## config.mk

```make
export PLATFORM = sky130hd
export DESIGN_NAME = mem_access
export DESIGN_NICKNAME = d
export VERILOG_FILES = /design/src/rtl/mem_access.sv
export SDC_FILE = /design/constraint.sdc
export NUM_CORES = 1
export LEC_CHECK = 0
export BUFFER_PORTS_ARGS = -buffer_cell sky130_fd_sc_hd__buf_2
export CORE_AREA = 2 2 190 192
export CTS_BUF_LIST = sky130_fd_sc_hd__clkbuf_4 sky130_fd_sc_hd__clkbuf_8
export DETAILED_ROUTE_END_ITERATION = 7
export DIE_AREA = 0 0 192 194
export MAX_ROUTING_LAYER = met4
export PLACE_DENSITY = 0.69
export SLEW_MARGIN = 15
export SYNTH_ARGS = -nofsm -noshare
export SYNTH_HDL_FRONTEND = slang
export SYNTH_SLANG_ARGS = --single-unit
```

## constraint.sdc

```tcl
create_clock -name clk -period 20.5 [get_ports clk]
set_input_delay 3.075 -clock clk [delete_from_list [all_inputs] [get_ports clk]]
set_output_delay 3.075 -clock clk [all_outputs]
set_load 0.02 [all_outputs]
```

## src/rtl/mem_access.sv

```systemverilog
// -----------------------------------------------------------------------------
// mem_access
//
// Memory-stage access unit. Sits directly behind the execute pipeline register,
// issues loads and stores on the data bus (dbus) through a registered request
// FSM, aligns store data onto byte lanes, extracts and extends load data, and
// presents a registered result to the memory/writeback pipeline register.
//
// Optional feature macro: MEM_MISALIGN_TRAP_EN
//   defined   : misaligned memory ops raise out_exc instead of issuing on dbus
//   undefined : no alignment check, out_exc tied low
//
// Parameters
//   XLEN            data/address width, must be 64
//
// Ports
//   clk, reset      clock, asynchronous active-high reset
//   in_valid        execute-stage entry valid
//   in_load/store   entry is a load / store
//   in_size         0=byte 1=half 2=word 3=dword
//   in_unsigned     zero-extend load result
//   in_addr         effective address
//   in_wdata        store data, LSB-aligned
//   in_result       ALU result for non-memory entries
//   in_rd           destination register
//   stall_o         hold upstream (upstream keeps in_* stable while high)
//   dreq_*          dbus request: valid, addr, size, byte strobe, lane data
//   dresp_addr_ok   bus accepted the address
//   dresp_data_ok   bus completed the transaction
//   dresp_data      raw 64-bit read lane
//   out_valid       result valid to next stage
//   out_rd          destination register
//   out_data        writeback value
//   out_exc         misaligned exception
//
// state     | meaning
// ----------+-------------------------------------------------------------
// IDLE      | accepting entries; non-memory entries pass through in 1 cycle
// REQ       | request on dbus, waiting for addr_ok or data_ok
// WAIT_DATA | address accepted, request held until data_ok
// DONE      | result presented for one cycle, upstream released
// -----------------------------------------------------------------------------
module mem_access #(
    parameter int XLEN = 64
) (
    input  logic            clk,
    input  logic            reset,

    input  logic            in_valid,
    input  logic            in_load,
    input  logic            in_store,
    input  logic [1:0]      in_size,
    input  logic            in_unsigned,
    input  logic [XLEN-1:0] in_addr,
    input  logic [XLEN-1:0] in_wdata,
    input  logic [XLEN-1:0] in_result,
    input  logic [4:0]      in_rd,
    output logic            stall_o,

    output logic            dreq_valid,
    output logic [XLEN-1:0] dreq_addr,
    output logic [2:0]      dreq_size,
    output logic [7:0]      dreq_strobe,
    output logic [XLEN-1:0] dreq_data,
    input  logic            dresp_addr_ok,
    input  logic            dresp_data_ok,
    input  logic [XLEN-1:0] dresp_data,

    output logic            out_valid,
    output logic [4:0]      out_rd,
    output logic [XLEN-1:0] out_data,
    output logic            out_exc
);

    typedef enum logic [1:0] {
        IDLE      = 2'd0,
        REQ       = 2'd1,
        WAIT_DATA = 2'd2,
        DONE      = 2'd3
    } state_t;

    state_t state_q;
    state_t state_d;

    logic            mem_op;
    logic            misaligned;
    logic            trap;
    logic            issue;
    logic            finish;

    logic [7:0]      st_mask;
    logic [7:0]      st_strobe;
    logic [XLEN-1:0] st_data;

    logic            unsigned_q;
    logic [4:0]      rd_q;
    logic            store_q;

    logic [XLEN-1:0] raw;
    logic [XLEN-1:0] load_val;

    assign mem_op = in_valid & (in_load | in_store);

`ifdef MEM_MISALIGN_TRAP_EN
    always_comb begin
        misaligned = 1'b0;
        case (in_size)
            2'd1:    misaligned = in_addr[0];
            2'd2:    misaligned = |in_addr[1:0];
            2'd3:    misaligned = |in_addr[2:0];
            default: misaligned = 1'b0;
        endcase
    end
`else
    assign misaligned = 1'b0;
`endif

    // A trapped entry is consumed in IDLE without ever touching the bus.
    assign trap = (state_q == IDLE) & mem_op & misaligned;

    // ------------------------------------------------------------------
    // FSM
    // ------------------------------------------------------------------
    always_ff @(posedge clk or posedge reset) begin
        if (reset) begin
            state_q <= IDLE;
        end else begin
            state_q <= state_d;
        end
    end

    always_comb begin
        state_d = state_q;
        stall_o = 1'b0;
        issue   = 1'b0;
        finish  = 1'b0;
        case (state_q)
            IDLE: begin
                issue   = mem_op & ~misaligned;
                stall_o = issue;
                if (issue) begin
                    state_d = REQ;
                end
            end
            REQ: begin
                stall_o = 1'b1;
                // data_ok implies the address was taken, even without addr_ok
                if (dresp_data_ok) begin
                    finish  = 1'b1;
                    state_d = DONE;
                end else if (dresp_addr_ok) begin
                    state_d = WAIT_DATA;
                end
            end
            WAIT_DATA: begin
                stall_o = 1'b1;
                if (dresp_data_ok) begin
                    finish  = 1'b1;
                    state_d = DONE;
                end
            end
            DONE: begin
                state_d = IDLE;
            end
            default: begin
                state_d = IDLE;
            end
        endcase
    end

    // ------------------------------------------------------------------
    // Store lane alignment: shift data and byte mask up by the address
    // offset; bytes pushed past lane 7 are dropped.
    // ------------------------------------------------------------------
    always_comb begin
        st_mask = 8'h00;
        case (in_size)
            2'd0:    st_mask = 8'h01;
            2'd1:    st_mask = 8'h03;
            2'd2:    st_mask = 8'h0F;
            default: st_mask = 8'hFF;
        endcase
    end

    assign st_strobe = st_mask << in_addr[2:0];
    assign st_data   = in_wdata << {in_addr[2:0], 3'b000};

    // ------------------------------------------------------------------
    // Request registers. Fields are latched once at issue and held until
    // the next issue so the bus always sees stable values.
    // ------------------------------------------------------------------
    always_ff @(posedge clk or posedge reset) begin
        if (reset) begin
            dreq_valid  <= 1'b0;
            dreq_addr   <= '0;
            dreq_size   <= 3'd0;
            dreq_strobe <= 8'h00;
            dreq_data   <= '0;
            unsigned_q  <= 1'b0;
            rd_q        <= 5'd0;
            store_q     <= 1'b0;
        end else begin
            if (issue) begin
                dreq_valid  <= 1'b1;
                dreq_addr   <= in_addr;
                dreq_size   <= {1'b0, in_size};
                dreq_strobe <= in_store ? st_strobe : 8'h00;
                dreq_data   <= st_data;
                unsigned_q  <= in_unsigned;
                rd_q        <= in_rd;
                store_q     <= in_store;
            end else if (finish) begin
                dreq_valid  <= 1'b0;
            end
        end
    end

    // ------------------------------------------------------------------
    // Load extraction from the raw read lane, using the latched request.
    // ------------------------------------------------------------------
    assign raw = dresp_data >> {dreq_addr[2:0], 3'b000};

    always_comb begin
        load_val = raw;
        case (dreq_size[1:0])
            2'd0: load_val = unsigned_q ? {{(XLEN-8){1'b0}}, raw[7:0]}
                                        : {{(XLEN-8){raw[7]}}, raw[7:0]};
            2'd1: load_val = unsigned_q ? {{(XLEN-16){1'b0}}, raw[15:0]}
                                        : {{(XLEN-16){raw[15]}}, raw[15:0]};
            2'd2: load_val = unsigned_q ? {{(XLEN-32){1'b0}}, raw[31:0]}
                                        : {{(XLEN-32){raw[31]}}, raw[31:0]};
            default: load_val = raw;
        endcase
    end

    // ------------------------------------------------------------------
    // Result register to the memory/writeback stage.
    // ------------------------------------------------------------------
    always_ff @(posedge clk or posedge reset) begin
        if (reset) begin
            out_valid <= 1'b0;
            out_rd    <= 5'd0;
            out_data  <= '0;
        end else begin
            case (state_q)
                IDLE: begin
                    if (issue) begin
                        out_valid <= 1'b0;
                    end else if (trap) begin
                        out_valid <= 1'b1;
                        out_rd    <= 5'd0;
                        out_data  <= in_addr;
                    end else begin
                        out_valid <= in_valid;
                        out_rd    <= in_rd;
                        out_data  <= in_result;
                    end
                end
                REQ, WAIT_DATA: begin
                    if (dresp_data_ok) begin
                        out_valid <= 1'b1;
                        out_rd    <= store_q ? 5'd0 : rd_q;
                        out_data  <= store_q ? '0 : load_val;
                    end else begin
                        out_valid <= 1'b0;
                    end
                end
                default: begin
                    out_valid <= 1'b0;
                end
            endcase
        end
    end

`ifdef MEM_MISALIGN_TRAP_EN
    logic exc_q;

    always_ff @(posedge clk or posedge reset) begin
        if (reset) begin
            exc_q <= 1'b0;
        end else begin
            exc_q <= trap;
        end
    end

    assign out_exc = exc_q;
`else
    assign out_exc = 1'b0;
`endif

endmodule
```

==> qor.csv <==
stage,metric,value,unit
run_status,status,"finished, final reports clean",
pwr,p_switching,1.25,mW
die,core.rowCount,69,
clock_tree,cts_tree,yes,
setup_path,critPathRequiredTime,17.43,ns
drt,routedWlPerCell,21.7,um
drt,finalWirelength,48500,um
yosys,yosysWarnings,0,
pwr,p_sw_frac,0.477,
clock_tree,h-tree-depth,2,
timing,whs,0.469,ns
yosys,syn_inst,1308,
setup_path,path_max_fanout,7,
pwr,seq_power_share,0.288,
yosys,yosysUniqueCellTypes,56,
yosys,synth_largest_area_cell,dfrtp_1,
finish,num-nets-final,2011,
clock_tree,post_cts_buffers,0,
global_routing,overflow,0,
global_routing,antenna_found_initial,5,
yosys,postSynthAreaPerCell,9.40,um^2
drt,via_per_inst,5.48,
global_routing,grt_pass1_wl,72000,um
clock_tree,insertion_delay,0.55,ns
drt,dr.first_iter.drc_count,724,
setup_path,arrival,3.80,ns
placement,pre_cts_ws,13.63,ns
timing,maxSlewHeadroom,0.213,
finish,n_fill_cell,3476,
pwr,p_comb_frac,0.536,
yosys,synthArstFlopShare,1.00,
pwr,power.share.clock,0.176,
clock_tree,cts.hold.buffers_added,0,
setup_path,path_cells,buf_2 > o211ai_1 > a21oi_1 > buf_2,
die,core,35200,um^2
timing,hold_violations,0,
global_routing,grt.total_usage,0.259,
finish,layout_commonest_cell,buf_2,
job,maxCapViolCount,0,
timing,fmax,145,MHz
setup_path,cp_slowest_cell,o211ai_1,
clock_tree,numCtsBuffers,41,
clock_tree,clock-root-buffer,clkbuf_8,
min_path,worstHoldPathType,register to register,
yosys,synthFlopType,dfrtp_1,
placement,io_buffer_count,480,
yosys,ys_seq_area_frac,0.444,
yosys,netlist_area,12300,um^2
die,die_h,194,um
drt,dr.pass1.iters,4,
pwr,ir_drop,0.104,mV
clock_tree,path_clk_slew,0.06,ns
finish,area_growth,28.9,%
setup_path,crit_type,input pin to output pin,
die,io_pins,483,
setup_path,cp_slowest_stage_delay,0.25,ns
finish,mostFrequentLayoutCells,"479 x buf_2, 311 x nand2_1, 216 x dfrtp_1, 104 x a21oi_1, 102 x mux2i_1",
yosys,synth_top_cell_area_share,0.444,
timing,worstMarginPinSlew,1.18,ns
timing,post-route-min-period,6.87,ns
timing,fin_ws,13.63,ns
die,fp.dieW,192,um
timing,setup_tns,0,ns
setup_path,cp_common_cell,buf_2,
placement,dp_hpwl,35200,um
clock_tree,clock_path_buffers,3,
drt,num_vias,12200,
finish,multi_input_area,6350,um^2
timing,post-route-period-util,0.335,
timing,finClkSkew,0.0218,ns
yosys,synth.top_cells.by_area,"dfrtp_1 44%, nand2_1 9.5%, mux2i_1 8.3%",
drt,ant_nets,0,
clock_tree,clkSinkCount,218,
timing,setup_viol,0,
yosys,synth-seq-cells,218,
timing,maxSlewViolCount,0,
pwr,power,2.63,mW
global_routing,grt_pass1_vias,12200,
placement,place_congestion,0.921,
drt,drc,0,
setup_path,worst-path-buf-inv,2,
die,start_util,0.349,
pwr,p_int,1.37,mW
pwr,p_leak,7.94,nW
pwr,p_per_area,166,nW/um^2
clock_tree,cts-resized-gates,0,
finish,drive_above_1_share,0.362,
setup_path,startpoint_type,input pin,
yosys,synth_edf_count,0,
setup_path,end_kind,output pin,
die,die_area,37200,um^2
timing,rsz0062_at_grt,no,
finish,seq_area,5460,um^2
setup_path,crit_family,buffers and inverters,
global_routing,grt_max_degree,111,
-- final cells by class --
class | instances | share of cell area
multi-input combinational | 969 | 0.401
sequential | 218 | 0.344
timing repair buffer | 497 | 0.160
clock buffer | 58 | 0.0456
tap | 461 | 0.0364
clock inverter | 13 | 0.00932
inverter | 9 | 0.00261
antenna | 6 | 0.000947
-- worst paths after layout --
check,from,endpoint,slack (ns),cells after the start
worst max-delay path,in_store,stall_o,13.63,4
worst min-delay path,dreq_addr[46],dreq_addr[46],0.47,2
worst max register to register,state_q[1],out_data[27],16.93,9
worst min register to register,dreq_addr[46],dreq_addr[46],0.47,2
max in group asynchronous,reset,out_data[36],16.50,3
min in group asynchronous,reset,dreq_addr[51],2.69,2
-- registers in the layout (all words and copies together), names as in the netlist --
signal / flops
rd_q: 5
store_q: 1
dreq_data: 64
dreq_strobe: 8
state_q: 2
out_rd: 5
out_data: 64
dreq_valid: 1
unsigned_q: 1
dreq_addr: 64
out_valid: 1
dreq_size: 2
-- cell usage after synthesis (4+ instances only) --
cell,instances
a21o_1,9
a21oi_1,104
a221oi_1,16
a22o_1,33
a2bb2oi_1,5
a31oi_1,7
buf_1,13
buf_2,18
clkbuf_1,76
dfrtp_1,218
ha_1,4
inv_1,7
mux2_2,16
mux2i_1,102
mux4_2,40
nand2_1,311
nand3_1,34
nor2_1,58
nor2b_1,7
nor3b_1,59
o211ai_1,13
o21ai_0,62
o21ai_1,31
o22ai_1,13
o2bb2ai_1,6
-- cell families after synthesis --
kind of cell	count (synthesis)	share of synthesized area
buffers and inverters	122	0.0418
other	1	0.000305
flip-flops	218	0.444
multiplexers	158	0.171
AO/OA/AOI/OAI	321	0.162
AND/OR/NAND/NOR	484	0.177
adder cells (fa/ha/maj)	4	0.00407
-- worst register-to-register path, cell delays in order, from the launching register on --
cell and delay, ns:
dfrtp_1 0.41, inv_1 0.09, ha_2 0.32, buf_4 0.53
nor2b_1 0.35, or3_4 0.48, buf_4 0.74, nor3b_1 0.18
a21oi_1 0.19, o211ai_1 0.11
-- power groups by stage --
stage | combinational (mW) | clock, mW | sequential [mW]
2_1_floorplan | 0.722 | 0 | 0.967
3_3_place_gp | 1.38 | 0 | 0.751
3_5_place_dp | 1.41 | 0 | 0.756
4_1_cts | 1.41 | 0.474 | 0.754
5_1_grt | 1.53 | 0.496 | 0.777
6_report | 1.41 | 0.463 | 0.755
-- through the flow --
stage	cell area, um^2	std cells	util
6_report	15800	2231	0.450
5_1_grt	15800	2230	0.450
4_1_cts	15800	2225	0.449
3_5_place_dp	15000	2154	0.425
3_3_place_gp	15000	2154	0.425
2_1_floorplan	12300	1309	-
-- routing by layer --
metal | track usage | routed length [um]
met4 | 0.122 | 2160
met1 | 0.308 | 19200
met2 | 0.415 | 23200
met3 | 0.0570 | 3900
met5 | - | 0
Power figures use the tool's default switching activity.
